### config.mk
export PLATFORM = sky130hd
export DESIGN_NAME = fractal_sync_node_flat
export DESIGN_NICKNAME = d
export VERILOG_FILES = /design/src/rtl/fractal_sync_node_if.sv /design/src/rtl/fractal_sync_node.sv /design/src/flat_wrapper.sv
export SDC_FILE = /design/constraint.sdc
export NUM_CORES = 1
export LEC_CHECK = 0
export ABC_AREA = 1
export ABC_CLOCK_PERIOD_IN_PS = 1600
export CAP_MARGIN = 10
export CORE_ASPECT_RATIO = 1.1
export CORE_MARGIN = 5
export CORE_UTILIZATION = 46
export CTS_CLUSTER_DIAMETER = 80
export CTS_CLUSTER_SIZE = 24
export DETAILED_ROUTE_END_ITERATION = 12
export PLACE_DENSITY_LB_ADDON = 0.05
export SYNTH_ARGS = -nofsm -noshare
export SYNTH_HDL_FRONTEND = slang
export SYNTH_SLANG_ARGS = --single-unit
export TNS_END_PERCENT = 30
### constraint.sdc
create_clock -name clk_i -period 1.6 [get_ports clk_i]
set_clock_uncertainty 0.15 [all_clocks]
set_input_delay 0.32 -clock clk_i [delete_from_list [all_inputs] [get_ports clk_i]]
set_output_delay 0.32 -clock clk_i [all_outputs]
set_load 0.005 [all_outputs]
### src/rtl/fractal_sync_node_if.sv
// Sync/wake handshake bundle between a fractal sync requester (master) and a barrier node (slave).
// N lanes share one bundle: two for the child side of a node, one for its parent side.
interface fractal_sync_node_if #(
  parameter int unsigned N     = 2,
  parameter int unsigned LVL_W = 3
);
  logic [N-1:0]            sync;
  logic [N-1:0][LVL_W-1:0] level;
  logic [N-1:0]            ack;
  logic [N-1:0]            wake;
  logic [N-1:0]            error;

  modport master (output sync, level, ack, input wake, error);
  modport slave  (input sync, level, ack, output wake, error);
endinterface

### src/rtl/fractal_sync_node.sv
// Two-child barrier node of the fractal sync tree: releases both children locally at its own
// level, otherwise forwards one aggregated request upward and releases on the parent's wake.
module fractal_sync_node #(
  parameter int unsigned LVL_W    = 3,
  parameter int unsigned NODE_LVL = 1,
  parameter bit          TOP      = 1'b0
) (
  input  logic                clk_i,
  input  logic                rst_i,
  fractal_sync_node_if.slave  c_if,
  fractal_sync_node_if.master p_if,
  output logic                proto_err_o
);

  localparam logic [2:0] ST_IDLE    = 3'd0;
  localparam logic [2:0] ST_UP_REQ  = 3'd1;
  localparam logic [2:0] ST_UP_WAIT = 3'd2;
  localparam logic [2:0] ST_WAKE    = 3'd3;
  localparam logic [2:0] ST_UP_ACK  = 3'd4;

  localparam logic [LVL_W-1:0] NODE_LVL_V = LVL_W'(NODE_LVL);

  logic [2:0]            state_q, state_d;
  logic [1:0]            pend_q, pend_d;
  logic [1:0]            acked_q, acked_d;
  logic [1:0][LVL_W-1:0] lvl_q, lvl_d;
  logic                  err_q, err_d;
  logic                  up_q, up_d;
  logic                  proto_err_q, proto_err_d;

  logic [1:0] wake_vec;
  logic       p_sync;
  logic       p_wake;
  logic       p_error;
  logic       bad_lvl;

  // A root node has no parent, so its parent inputs are masked off entirely.
  assign p_wake  = !TOP && p_if.wake[0];
  assign p_error = p_if.error[0];

  assign bad_lvl = (lvl_q[0] != lvl_q[1]) || (lvl_q[0] == '0) ||
                   (lvl_q[0] < NODE_LVL_V) || ((lvl_q[0] > NODE_LVL_V) && TOP);

  assign wake_vec = (state_q == ST_WAKE) ? ~acked_q : 2'b00;
  assign p_sync   = !TOP && (state_q == ST_UP_REQ);

  assign c_if.wake     = wake_vec;
  assign c_if.error    = wake_vec & {2{err_q}};
  assign p_if.sync[0]  = p_sync;
  assign p_if.level[0] = p_sync ? lvl_q[0] : '0;
  assign p_if.ack[0]   = !TOP && (state_q == ST_UP_ACK);
  assign proto_err_o   = proto_err_q;

  always_comb begin
    // NOTE: every _d starts from its held value, so no branch can leave one unassigned and infer a latch.
    state_d     = state_q;
    pend_d      = pend_q;
    lvl_d       = lvl_q;
    acked_d     = acked_q;
    err_d       = err_q;
    up_d        = up_q;
    proto_err_d = proto_err_q;

    for (int k = 0; k < 2; k++) begin
      if (c_if.sync[k]) begin
        if (state_q != ST_IDLE || pend_q[k]) proto_err_d = 1'b1;
        else begin
          pend_d[k] = 1'b1;
          lvl_d[k]  = c_if.level[k];
        end
      end
      if (c_if.ack[k]) begin
        if (!wake_vec[k]) proto_err_d = 1'b1;
        else              acked_d[k]  = 1'b1;
      end
    end
    if (p_wake && state_q != ST_UP_WAIT) proto_err_d = 1'b1;

    case (state_q)
      ST_IDLE: begin
        if (pend_q == 2'b11) begin
          if (bad_lvl) begin
            err_d   = 1'b1;
            up_d    = 1'b0;
            state_d = ST_WAKE;
          end else if (lvl_q[0] == NODE_LVL_V) begin
            err_d   = 1'b0;
            up_d    = 1'b0;
            state_d = ST_WAKE;
          end else begin
            up_d    = 1'b1;
            state_d = ST_UP_REQ;
          end
        end
      end
      ST_UP_REQ: state_d = ST_UP_WAIT;
      ST_UP_WAIT: begin
        if (p_wake) begin
          err_d   = p_error;
          state_d = ST_WAKE;
        end
      end
      ST_WAKE: begin
        // Acks of this very cycle count, so the node leaves WAKE on the edge after the last ack.
        if (acked_d == 2'b11) begin
          pend_d  = 2'b00;
          acked_d = 2'b00;
          err_d   = 1'b0;
          up_d    = 1'b0;
          state_d = up_q ? ST_UP_ACK : ST_IDLE;
        end
      end
      ST_UP_ACK: state_d = ST_IDLE;
      default:   state_d = ST_IDLE;
    endcase
  end

  always_ff @(posedge clk_i) begin
    // NOTE: non-blocking assignments so every flop samples the pre-edge value of the others.
    if (rst_i) begin
      state_q     <= ST_IDLE;
      pend_q      <= 2'b00;
      acked_q     <= 2'b00;
      lvl_q       <= '0;
      err_q       <= 1'b0;
      up_q        <= 1'b0;
      proto_err_q <= 1'b0;
    end else begin
      state_q     <= state_d;
      pend_q      <= pend_d;
      acked_q     <= acked_d;
      lvl_q       <= lvl_d;
      err_q       <= err_d;
      up_q        <= up_d;
      proto_err_q <= proto_err_d;
    end
  end

endmodule

### src/flat_wrapper.sv
// flat-port wrapper written by rule: the top's interface ports become plain ports
module fractal_sync_node_flat 
#(
  parameter int unsigned LVL_W    = 3,
  parameter int unsigned NODE_LVL = 1,
  parameter bit          TOP      = 1'b0
)
  (clk_i, rst_i, proto_err_o, c_if_sync, c_if_level, c_if_ack, c_if_wake, c_if_error, p_if_sync, p_if_level, p_if_ack, p_if_wake, p_if_error);
  fractal_sync_node_if #(.N(2), .LVL_W(LVL_W)) c_if_i ();
  fractal_sync_node_if #(.N(1), .LVL_W(LVL_W)) p_if_i ();
  input  logic clk_i;
  input  logic rst_i;
  output logic proto_err_o;
  input wire logic [$bits(c_if_i.sync)-1:0] c_if_sync;
  input wire logic [$bits(c_if_i.level)-1:0] c_if_level;
  input wire logic [$bits(c_if_i.ack)-1:0] c_if_ack;
  output wire logic [$bits(c_if_i.wake)-1:0] c_if_wake;
  output wire logic [$bits(c_if_i.error)-1:0] c_if_error;
  output wire logic [$bits(p_if_i.sync)-1:0] p_if_sync;
  output wire logic [$bits(p_if_i.level)-1:0] p_if_level;
  output wire logic [$bits(p_if_i.ack)-1:0] p_if_ack;
  input wire logic [$bits(p_if_i.wake)-1:0] p_if_wake;
  input wire logic [$bits(p_if_i.error)-1:0] p_if_error;
  assign c_if_i.sync = c_if_sync;
  assign c_if_i.level = c_if_level;
  assign c_if_i.ack = c_if_ack;
  assign c_if_wake = c_if_i.wake;
  assign c_if_error = c_if_i.error;
  assign p_if_sync = p_if_i.sync;
  assign p_if_level = p_if_i.level;
  assign p_if_ack = p_if_i.ack;
  assign p_if_i.wake = p_if_wake;
  assign p_if_i.error = p_if_error;
  fractal_sync_node #(.LVL_W(LVL_W), .NODE_LVL(NODE_LVL), .TOP(TOP)) u_core (.clk_i(clk_i), .rst_i(rst_i), .c_if(c_if_i), .p_if(p_if_i), .proto_err_o(proto_err_o));
endmodule
# Word-level counts from Yosys, hierarchy flattened
# Cells that the tools add are included.
[op_classes]
n_addsub = 0
n_mul = 0
div_mod_pow = 0
n_lt_le_gt_ge = 1
eq_ne = 13
n_shift = 0
muxes = 40
bitwise = 4
reduce_logical = 15
[op_table]
columns = ["op", "n"]
rows = [
  ["$mux W1", 25],
  ["$mux W3", 6],
  ["$mux W2", 6],
  ["$pmux W3 S4", 1],
  ["$eq A3 B1 Y1 const B", 2],
  ["$eq A3 B2 Y1 const B", 2],
  ["$logic_not A3 Y1", 2],
  ["$reduce_and A3 Y1", 2],
  ["$reduce_bool A3 Y1", 2],
  ["$reduce_and A5 Y1", 1],
  ["$eq A2 B2 Y1 const B", 2],
  ["$logic_or A1 B1 Y1", 4],
  ["$ne A2 B2 Y1 const B", 2],
  ["$reduce_and A2 Y1", 2],
  ["$eq A3 B3 Y1 const B", 1],
  ["$lt A3 B1 Y1 const B", 1],
  ["$ne A3 B1 Y1 const B", 1],
  ["$ne A3 B2 Y1 const B", 1],
  ["$ne A3 B3 Y1", 1],
  ["$pmux W1 S3", 1],
  ["$and A2 B2 Y2", 1],
  ["$ne A2 B1 Y1 const B", 1],
  ["$not A1 Y1", 2],
  ["$not A2 Y2", 1],
  ["other kinds (3)", 3],
]
[totals]
reg_bits = 16
latch_bits = 0
mem_bits_rw = 0
rom_bits = 0
inputBits = 14
out_inout_bits = 10
wordCells = 81
mem_count = 0

# Depth between registers and ports, before layout
# Gate-level depths: netlist of run 1.
[logic_depth]
ltp_word = 11
depth_mapped = 10
depth_no_buf = 10

# Worst setup path after synthesis of run 1
# OpenSTA, ideal clock, no wires.
[synth_path]
kind = "register to output"
from = "register u_core.state_q[0]"
to = "output port p_if_level[0]"
arrival_time_ns = 1.001
required_time_ns = 1.130
path_slack_ns = 0.129
stages_incl_launch_ff = 5
path_buffers = 0
cell_sequence = "dfxtp_1 -> inv_1 -> nor3_1 -> inv_1 -> nor2_1"
[synth_between]
elab_chain_len = 2
[synth_lines]
columns = ["item", "line_no", "rtl"]
rows = [
  ["start: declaration", "fractal_sync_node.sv:23", "logic [2:0] state_q, state_d;"],
  ["start signal: assignment", "fractal_sync_node.sv:129", "state_q <= state_d;"],
  ["$eq A3 B1 Y1", "fractal_sync_node.sv:45", "assign p_sync = !TOP && (state_q == ST_UP_REQ);"],
  ["net p_if_sync", "flat_wrapper.sv:19", "output wire logic [$bits(p_if_i.sync)-1:0] p_if_sync;"],
  ["$mux W3", "fractal_sync_node.sv:50", "assign p_if.level[0] = p_sync ? lvl_q[0] : '0;"],
  ["end: declaration", "flat_wrapper.sv:20", "output wire logic [$bits(p_if_i.level)-1:0] p_if_level;"],
]
# The timed path passes the listed nets, and every way through them passes these cells.

# Worst setup path in the final report of run 1
[layout_path]
from = "register u_core.state_q[2]"
to = "output port p_if_level[1]"
[layout_between]
elab_chain_len = 2
[layout_lines]
columns = ["item", "line_no"]
rows = [
  ["$eq A3 B1 Y1", "fractal_sync_node.sv:45"],
  ["$mux W3", "fractal_sync_node.sv:50"],
]
# No other way between the ends.

==> flow_metrics.py, run 1 <==
metrics = {
    "outcome": {
        "status": "finished, violations left",
        "violations": "setup timing",
    },
    "cells_and_area": {
        "register_area_um2": 327.8,
        "stdcell_count": 192,
        "nets": 190,
        "multi_input_area_um2": 516.7,
        "area_delta_synth_final_pct": 59.32,
        "n_antenna_cell": 0,
        "drive_above_1_share_pct": 36.21,
        "fillCellCount": 142,
        "design_area_um2": 1348,
    },
    "sta": {
        "max_freq_mhz": 562.7,
        "setup_viol_count_final": 8,
        "max_slew_margin_pct": 74.27,
        "worstMarginPinSlew_ns": 0.3856,
        "period_needed_ns": 1.777,
        "rsz0062_at_grt": "true",
        "worst_slack_ns": -0.1771,
        "maxSlewViolCount": 0,
        "period_share_pct": 111.1,
        "final-hold-violation-count": 0,
    },
    "critical_path": {
        "slowest_stage": "dfxtp_2",
        "critical_path_class": "flip-flop to primary output",
        "worst-path-buf-inv": 4,
        "critical_path.top_delay_family": "buffers and inverters",
        "cp.arrival_ns": 1.31,
        "path_common_cell": "buf_6",
        "critPathLaunchType": "flip-flop",
        "critical_path.cell_chain": "buf_6 > nor3_4 > inv_2 > buf_6 > nor2_2 > buf_2",
        "worst-endpoint-required_ns": 1.13,
        "crit_fanout": 3,
        "end_kind": "primary output",
        "slowest_delay_ns": 0.35,
    },
    "synth": {
        "ys_seq_elements": 16,
        "synth-edff-count": 0,
        "yosys-top-cells-count": "nand2_1 (30), inv_1 (23), dfxtp_1 (16), nor2_1 (13), a21oi_1 (12)",
        "synthAdderAreaFrac_pct": 0,
        "synth_compound_area_share_pct": 17.46,
        "async_flop_share_pct": 0,
        "post-synth-top-count-cell": "nand2_1",
        "yosysUniqueCellTypes": 25,
        "yosysSeqAreaShare_pct": 37.87,
        "yosys.area.top_type_share_pct": 37.87,
        "yosysWarnings": 0,
        "synth_mux_area_share_pct": 0,
        "synthesis.instances": 129,
        "netlist_area_um2": 845.8,
        "synth_top_family_by_area": "simple AND/OR/NAND/NOR gates",
        "synth.avg_cell_area_um2": 6.557,
        "synth_ff_type": "dfxtp_1",
        "syn_nets": 143,
        "yosysTopAreaCell": "dfxtp_1",
        "yosys.area_share.simple_pct": 31.66,
        "yosys-top-cells-area": "dfxtp_1 (38%), nand2_1 (13%), inv_1 (10%)",
        "synth_xor_area_share_pct": 1.036,
    },
    "flow_run": {
        "drv_cap": 0,
    },
    "route": {
        "drc": 0,
        "drt-total-wl_um": 2407,
        "avgRoutedWirePerCell_um": 12.54,
        "avgViaCountPerCell": 5.281,
        "vias": 1014,
        "first_pass_iters": 4,
        "dr.first_iter.drc_count": 16,
        "ant_nets": 0,
    },
    "clock_tree": {
        "clkTransAtPathRegs_ns": 0.09,
        "cts_num_sinks": 16,
        "clockBufferDepth": 2,
        "cts_buffers": 3,
        "cts_root_buf": "clkbuf_4",
        "insertion_delay_ns": 0.28,
        "htreeDepth": 1,
        "cts_hold_buf": 0,
        "cts_tree": "built",
    },
    "floorplanning": {
        "rows": 16,
        "start_util_pct": 48.01,
        "die_h_um": 54.97,
        "die_w_um": 50.89,
        "fp.coreArea_um2": 1762,
        "die-area_um2": 2797,
        "num_io_pins": 24,
    },
    "grt": {
        "grt_use_total_pct": 18.97,
        "grt_pass1_wl_um": 4084,
        "antenna_found_initial": 0,
        "gr-total-overflow": 0,
        "grt_max_degree": 13,
        "grt_pass1_vias": 1062,
    },
    "placement": {
        "dp_cells": 183,
        "dp_hpwl_um": 1795,
        "globalplace.congestion": 0.8303,
        "placed_cell_area_um2": 1192,
        "pre_cts_ws_ns": -0.2003,
        "port_buffers": 23,
    },
    "power_and_ir_drop": {
        "power_density_nw_per_um2": 1521,
        "leakagePower_nw": 0.6437,
        "design_power_total_w": 0.002049,
        "ir_worst_vdd_uv": 989.8,
    },
    "min_path": {
        "hp-class": "flip-flop to flip-flop",
    },
}
## cell families (layout without fill, tap and decap cells)
family / Yosys count / in the layout
compound gates: 27 / 27
simple gates: 60 / 60
buf+inv: 25 / 70
flops: 16 / 16
xor+xnor: 1 / 1
## worst paths after layout
kind	slack (ns)	to	start	cells after the start
worst max-delay path	-0.18	p_if_level[1]	u_core.state_q[2]	6
worst min-delay path	0.32	u_core.lvl_q[4]	u_core.lvl_q[4]	2
worst max register to register	0.02	u_core.state_q[0]	u_core.state_q[0]	8
worst min register to register	0.32	u_core.lvl_q[4]	u_core.lvl_q[4]	2
## metrics by stage
step                utilization [%]  setup TNS [ns]  hold WS [ns]
finish                        76.49         -0.9183        0.3221
global route                  76.49          -1.579        0.3397
CTS                           72.73          -1.044        0.3268
detailed placement            67.68          -2.225        0.3129
global placement              67.68          -2.114        0.2901
floorplan                         -               0        0.2394
## routing by layer
layer | GRT usage, % | up-vias | routed length (µm)
met5 | 0 | - | 0
met4 | 10.21 | 0 | 73
met3 | 2.413 | 9 | 103
met2 | 38.02 | 30 | 1284
met1 | 18.85 | 473 | 946
li1 | - | 502 | -
## tightest hold or removal path, stage by stage, from the launching register on
cell     delay, ns
dfxtp_1       0.32
inv_1         0.05
a21oi_1       0.05
## state kept, by name, indices dropped and copies added (netlist names)
name / cells
u_core.lvl_q: 6
u_core.err_q: 1
u_core.proto_err_o: 1
u_core.state_q: 3
u_core.up_q: 1
u_core.pend_q: 2
u_core.acked_q: 2
## cells in the final DEF (no fill, tap or decap), types with 2 or more instances in the layout
cell and n:
a21oi_1 12, buf_2 8, buf_4 15, buf_6 6
clkbuf_4 3, clkdlybuf4s50_1 13, dfxtp_1 12, dfxtp_2 3
inv_1 19, inv_2 3, inv_4 2, nand2_1 24
nand2_2 5, nand2_4 2, nand3_2 2, nand4_1 2
nor2_1 9, nor2_2 3, nor2_4 4, nor3_2 2
o21ai_0 7, o21ai_1 2, o21ai_2 2
## report_power, final
group          internal, W  leakage (nW)  switching (W)
combinational     0.000552         0.497       0.000698
sequential        0.000515         0.133      0.0000744
clock            0.0000874        0.0138       0.000123
total              0.00115         0.644       0.000895
## repair_timing
item	CTS	global route
buffers inserted	7	0
resized for setup	54	25
setup endpoints to repair	12	23
pin swaps	5	9
## layout make-up
| type | count | share of cell area, % |
|---|---|---|
| inverters | 24 | 7.057 |
| well taps | 18 | 1.671 |
| clock buffers | 3 | 1.671 |
| multi-input cells | 88 | 38.35 |
| flip-flops and latches | 16 | 24.33 |
| repair buffers | 43 | 26.93 |
Power figures use the tool's default switching activity.
==> inputs of run 2 (changes only) <==
--- a/config.mk
+++ b/config.mk
@@ -5,16 +5,16 @@
 export SDC_FILE = /design/constraint.sdc
 export NUM_CORES = 1
 export LEC_CHECK = 0
-export ABC_AREA = 1
 export ABC_CLOCK_PERIOD_IN_PS = 1600
 export CAP_MARGIN = 10
 export CORE_ASPECT_RATIO = 1.1
 export CORE_MARGIN = 5
-export CORE_UTILIZATION = 46
+export CORE_UTILIZATION = 47
 export CTS_CLUSTER_DIAMETER = 80
 export CTS_CLUSTER_SIZE = 24
 export DETAILED_ROUTE_END_ITERATION = 12
 export PLACE_DENSITY_LB_ADDON = 0.05
+export REMOVE_ABC_BUFFERS = 1
 export SYNTH_ARGS = -nofsm -noshare
 export SYNTH_HDL_FRONTEND = slang
 export SYNTH_SLANG_ARGS = --single-unit
==> run 2 against run 1 <==
  * The run still ends with setup timing left
  * Via count down 8.7%
  * Worst hold slack better by 0.019 ns
  * Utilization decreased by 1.8 points
  * Register-to-register slack worse by 0.14 ns
  * Final area is 0.19% lower
  * Largest cell class unchanged
  * Highest routed layer unchanged
==> flow_metrics.py, run 2 <==
metrics = {
    "outcome": {
        "status": "finished, violations left",
        "violations": "setup timing",
    },
    "critical_path": {
        "crit_fanout": 4,
        "r2r_end": "u_core.err_q",
        "critical_path.cell_chain": "nor3b_2 > buf_4 > buf_6 > and2_4 > buf_6",
        "cp.depth": 5,
        "rr_startpoint": "u_core.state_q[0]",
        "critical_path.top_delay_family": "flip-flops",
        "slowest_stage": "dfxtp_4",
        "critical_path_class": "flip-flop to primary output",
        "path_common_cell": "buf_6",
        "worst-path-buf-inv": 3,
        "cp.arrival_ns": 1.27,
        "r2r_slack_ns": -0.12,
        "critPathLaunchType": "flip-flop",
        "worst-endpoint-required_ns": 1.13,
        "rr_worst_depth": 5,
        "slowest_delay_ns": 0.37,
        "end_kind": "primary output",
    },
    "placement": {
        "port_buffers": 23,
        "globalplace.congestion": 0.8722,
        "pre_cts_ws_ns": -0.2160,
        "dp_hpwl_um": 1722,
    },
    "clock_tree": {
        "cts_tree": "built",
        "htreeDepth": 1,
        "cts_hold_buf": 0,
        "insertion_delay_ns": 0.29,
        "cts_buffers": 3,
        "cts_root_buf": "clkbuf_4",
        "cts_num_sinks": 16,
        "clockBufferDepth": 2,
        "clkTransAtPathRegs_ns": 0.09,
    },
    "sta": {
        "setup_viol_count_final": 14,
        "max_freq_mhz": 573.8,
        "worstMarginPinSlew_ns": 0.4375,
        "maxSlewViolCount": 0,
        "rsz0062_at_grt": "true",
        "timing.hold.ws_ns": 0.3416,
        "period_needed_ns": 1.743,
        "worst_slack_ns": -0.1427,
        "period_share_pct": 108.9,
        "max_slew_margin_pct": 70.62,
        "final-hold-violation-count": 0,
    },
    "synth": {
        "synth-edff-count": 0,
        "yosysTopAreaCell": "dfxtp_1",
        "netlist_area_um2": 899.6,
        "post-synth-top-count-cell": "nor2_1",
        "ys_seq_elements": 16,
        "synth.avg_cell_area_um2": 8.568,
        "synth_top_family_by_area": "simple AND/OR/NAND/NOR gates",
        "yosys-top-cells-count": "nor2_1 (18), dfxtp_1 (16), nor3_1 (8), mux2i_1 (7), a21oi_1 (6)",
        "synth_mux_area_share_pct": 7.789,
        "yosysUniqueCellTypes": 37,
        "synth_xor_area_share_pct": 2.921,
        "yosys.area_share.simple_pct": 28.65,
        "yosysWarnings": 0,
        "synthesis.instances": 105,
        "yosys-top-cells-area": "dfxtp_1 (36%), mux2i_1 (7.8%), nor2_1 (7.5%)",
        "async_flop_share_pct": 0,
        "yosys.area.top_type_share_pct": 35.61,
        "synthAdderAreaFrac_pct": 0,
        "synth_ff_type": "dfxtp_1",
        "synth_compound_area_share_pct": 19.33,
        "yosysSeqAreaShare_pct": 35.61,
    },
    "cells_and_area": {
        "reg_top3": "u_core.lvl_q: 6 flops, u_core.state_q: 3 flops",
        "layout_commonest_cell": "buf_4",
        "area_delta_synth_final_pct": 49.51,
        "fillCellCount": 135,
        "largest_reg_flops": 6,
        "final_util_pct": 74.65,
        "largest-register": "u_core.lvl_q",
        "nets": 163,
        "drive_above_1_share_pct": 34.69,
        "n_antenna_cell": 0,
        "final_cell_mix": "buf_4 (18), nor2_1 (16), clkdlybuf4s50_1 (13), dfxtp_1 (12)",
    },
    "route": {
        "dr.first_iter.drc_count": 19,
        "dr.max_layer_used": "met4",
        "drt-total-wl_um": 2232,
        "avgRoutedWirePerCell_um": 13.53,
        "drc": 0,
        "dr_wl_met3_um": 125,
        "vias": 926,
        "dr_wl_met2_um": 1132,
        "first_pass_iters": 4,
        "drt-met1-wl_um": 953,
        "ant_nets": 0,
        "avgViaCountPerCell": 5.612,
    },
    "grt": {
        "gr-total-overflow": 0,
        "grt_use_total_pct": 16.34,
        "grt_pass1_vias": 897,
        "grt_max_degree": 11,
        "antenna_found_initial": 0,
        "grt_pass1_wl_um": 3788,
    },
    "floorplanning": {
        "start_util_pct": 49.93,
        "rows": 16,
        "die_w_um": 51.72,
        "fp.coreArea_um2": 1802,
        "num_io_pins": 24,
        "die_h_um": 55.89,
        "die-area_um2": 2890,
    },
    "flow_run": {
        "drv_cap": 0,
    },
    "power_and_ir_drop": {
        "ir_worst_vdd_uv": 546.2,
        "power_density_nw_per_um2": 707.2,
        "design_power_total_w": 0.0009512,
        "leakagePower_nw": 0.5618,
    },
    "min_path": {
        "hp-class": "flip-flop to flip-flop",
        "holdPathStages": 1,
        "hp-start": "u_core.up_q",
        "hold_path_end": "u_core.state_q[2]",
    },
}
run 2: stage by stage:
stage,area [µm²],TNS [ns],instances
floorplan,855.8,-0.8103,99
global placement,1236,-2.111,157
detailed placement,1236,-2.621,157
CTS,1310,-1.545,165
global route,1345,-2.397,165
finish,1345,-1.386,165
run 2: power by group:
group / internal, W / switching [W]
clock: 0.0000876 / 0.000126
combinational: 0.000152 / 0.000126
sequential: 0.000429 / 0.0000316
total: 0.000668 / 0.000283
run 2: logic make-up (layout without fill, tap and decap cells):
family          Yosys count  in the layout
buf+inv                   8             50
simple gates             46             46
xor+xnor                  3              3
mux                       7              7
compound gates           25             25
flops                    16             16
run 2: per-layer routing:
layer / GRT usage, % / vias up
met5: 0 / -
met4: 5.243 / 0
met3: 4.021 / 2
met2: 28.73 / 30
met1: 18.83 / 430
li1: - / 464
run 2: layout make-up:
class                           count  area (µm²)  share of cell area, %
Multi-Input combinational cell     81       580.6                  43.16
Inverter                            2       7.507                 0.5581
Clock buffer                        3       22.52                  1.674
Tap cell                           18       22.52                  1.674
Timing Repair Buffer               45       384.1                  28.56
Sequential cell                    16       327.8                  24.37
run 2: timing repair:
action,in CTS,in global routing
endpoints found under the hold margin,0,0
pin swaps,7,3
setup endpoints to repair,18,16
gates resized for setup,47,7
setup buffers,5,0
run 2: how the worst max path moves through the flow:
stage	start	to	slack, ns
floorplan	u_core.state_q[0]	u_core.err_q	-0.12
detailed placement	u_core.state_q[0]	p_if_level[0]	-0.22
global route	u_core.state_q[1]	p_if_level[1]	-0.20
global placement	u_core.state_q[0]	p_if_level[0]	-0.19
CTS	u_core.state_q[1]	p_if_level[1]	-0.14
finish	u_core.state_q[1]	p_if_level[2]	-0.14
==> inputs of run 3 (changes only) <==
--- a/config.mk
+++ b/config.mk
@@ -15,6 +15,7 @@
 export DETAILED_ROUTE_END_ITERATION = 12
 export PLACE_DENSITY_LB_ADDON = 0.05
 export REMOVE_ABC_BUFFERS = 1
+export SKIP_LAST_GASP = 1
 export SYNTH_ARGS = -nofsm -noshare
 export SYNTH_HDL_FRONTEND = slang
 export SYNTH_SLANG_ARGS = --single-unit
==> run 3 against run 2 <==
  * The run still ends with setup timing left
  * Largest cell class unchanged
  * Combinational power is essentially flat
  * Highest routed layer unchanged
  * Count of clock-buffer cells in the layout is the same
  * Register-to-register slack lost 0.02 ns
  * Via count shrank 1.8%
  * Global-route usage grew 0.054 points
  * Cell count is the same
  * Critical path type unchanged
==> flow_metrics.py, run 3 (same netlist as run 2, synthesis figures left out) <==
metrics = {
    "outcome": {
        "status": "finished, violations left",
        "violations": "setup timing",
    },
    "cells_and_area": {
        "layout_commonest_cell": "buf_4",
        "stdcell_count": 165,
        "reg_top3": "u_core.lvl_q: 6 flops, u_core.state_q: 3 flops",
        "nets": 163,
        "final_util_pct": 74.44,
        "largest-register": "u_core.lvl_q",
        "n_antenna_cell": 0,
        "drive_above_1_share_pct": 32.65,
        "design_area_um2": 1341,
        "largest_reg_flops": 6,
        "area_delta_synth_final_pct": 49.10,
        "final_cell_mix": "buf_4 (21), nor2_1 (16), clkdlybuf4s50_1 (14), dfxtp_1 (13), nor3_1 (8)",
    },
    "clock_tree": {
        "cts_tree": "built",
        "insertion_delay_ns": 0.29,
        "clkTransAtPathRegs_ns": 0.09,
        "cts_hold_buf": 0,
        "cts_root_buf": "clkbuf_4",
        "htreeDepth": 1,
        "cts_buffers": 3,
        "clockBufferDepth": 2,
        "cts_num_sinks": 16,
    },
    "floorplanning": {
        "die_w_um": 51.72,
        "start_util_pct": 49.93,
        "num_io_pins": 24,
        "rows": 16,
        "die_h_um": 55.89,
        "fp.coreArea_um2": 1802,
        "die-area_um2": 2890,
    },
    "placement": {
        "dp_hpwl_um": 1722,
        "globalplace.congestion": 0.8722,
        "port_buffers": 23,
        "placed_cell_area_um2": 1236,
        "dp_cells": 157,
    },
    "critical_path": {
        "end_kind": "primary output",
        "crit_fanout": 4,
        "critical_path_class": "flip-flop to primary output",
        "critPathLaunchType": "flip-flop",
        "r2r_slack_ns": -0.14,
        "worst-endpoint-required_ns": 1.13,
        "cp.arrival_ns": 1.27,
    },
    "route": {
        "first_pass_iters": 4,
        "avgViaCountPerCell": 5.509,
        "vias": 909,
        "dr.first_iter.drc_count": 16,
        "drt-total-wl_um": 2215,
        "drc": 0,
        "avgRoutedWirePerCell_um": 13.42,
        "ant_nets": 0,
    },
    "grt": {
        "gr-total-overflow": 0,
        "grt_pass1_wl_um": 3795,
        "antenna_found_initial": 0,
        "grt_max_degree": 11,
        "grt_pass1_vias": 894,
        "grt_use_total_pct": 16.40,
    },
    "sta": {
        "tns_ns": -1.668,
        "worst_slack_ns": -0.1441,
        "period_needed_ns": 1.744,
        "rsz0062_at_grt": "true",
        "max_slew_margin_pct": 70.90,
        "setup_viol_count_final": 18,
        "period_share_pct": 109.0,
        "final-hold-violation-count": 0,
        "maxSlewViolCount": 0,
        "max_freq_mhz": 573.4,
        "timing.hold.ws_ns": 0.3413,
        "worstMarginPinSlew_ns": 0.4334,
    },
    "power_and_ir_drop": {
        "power_density_nw_per_um2": 707.1,
        "ir_worst_vdd_uv": 546.4,
        "leakagePower_nw": 0.5558,
    },
    "flow_run": {
        "drv_cap": 0,
    },
    "min_path": {
        "hp-class": "flip-flop to flip-flop",
    },
}
run 3: cell types whose count changed in the layout (fill, tap and decap cells not counted), sizes merged:
cell,before,now
buf,29,27
dlygate4sd2,1,3
clkdlybuf4s50,13,14
dlymetal6s2s,1,0
run 3: timing repair:
| action | CTS | global route |
|---|---|---|
| pin swaps | 6 | 1 |
| setup buffers | 5 | 0 |
| endpoints found under the setup margin | 18 | 18 |
| gates resized for setup | 39 | 5 |
run 3: final cells by class:
type                            count  area [µm²]
Clock buffer                        3       22.52
Fill cell                         139       460.4
Inverter                            2       7.507
Multi-Input combinational cell     81       578.1
Sequential cell                    16       326.6
Tap cell                           18       22.52
Timing Repair Buffer               45       384.1
run 3: worst max-delay path, cell delays in order (launching register included):
cell	delay [ns]
dfxtp_4	0.37
nor3b_2	0.17
buf_4	0.14
buf_6	0.09
and2_4	0.13
buf_6	0.08
run 3: routing by layer:
metal,up-vias,global-route usage (%),part of all wire (%)
met3,2,4.021,4.9
met5,-,0,0
met1,416,18.83,43
li1,465,-,-
met2,26,28.91,51
met4,0,5.243,0.95
run 3: path summary, 6_finish.rpt:
check | from | endpoint | cells past startpoint
max | u_core.state_q[1] | p_if_level[2] | 5
min | u_core.up_q | u_core.up_q | 2
max reg2reg | u_core.state_q[0] | u_core.err_q | 5
min reg2reg | u_core.up_q | u_core.up_q | 2
run 3: metrics by stage:
step           setup WS, ns   power, W
2_1_floorplan       -0.1184  0.0006015
3_3_place_gp        -0.1885  0.0007108
3_5_place_dp        -0.2160  0.0007165
4_1_cts             -0.1387  0.0009417
5_1_grt             -0.2069  0.0009989
6_report            -0.1441  0.0009485
run 3: where the power goes:
part | total (W) | internal, W | switching [W] | leakage, nW
clock | 0.000214 | 0.0000876 | 0.000126 | 0.0138
combinational | 0.000275 | 0.000151 | 0.000124 | 0.409
sequential | 0.000460 | 0.000428 | 0.0000316 | 0.133
total | 0.000948 | 0.000666 | 0.000282 | 0.556
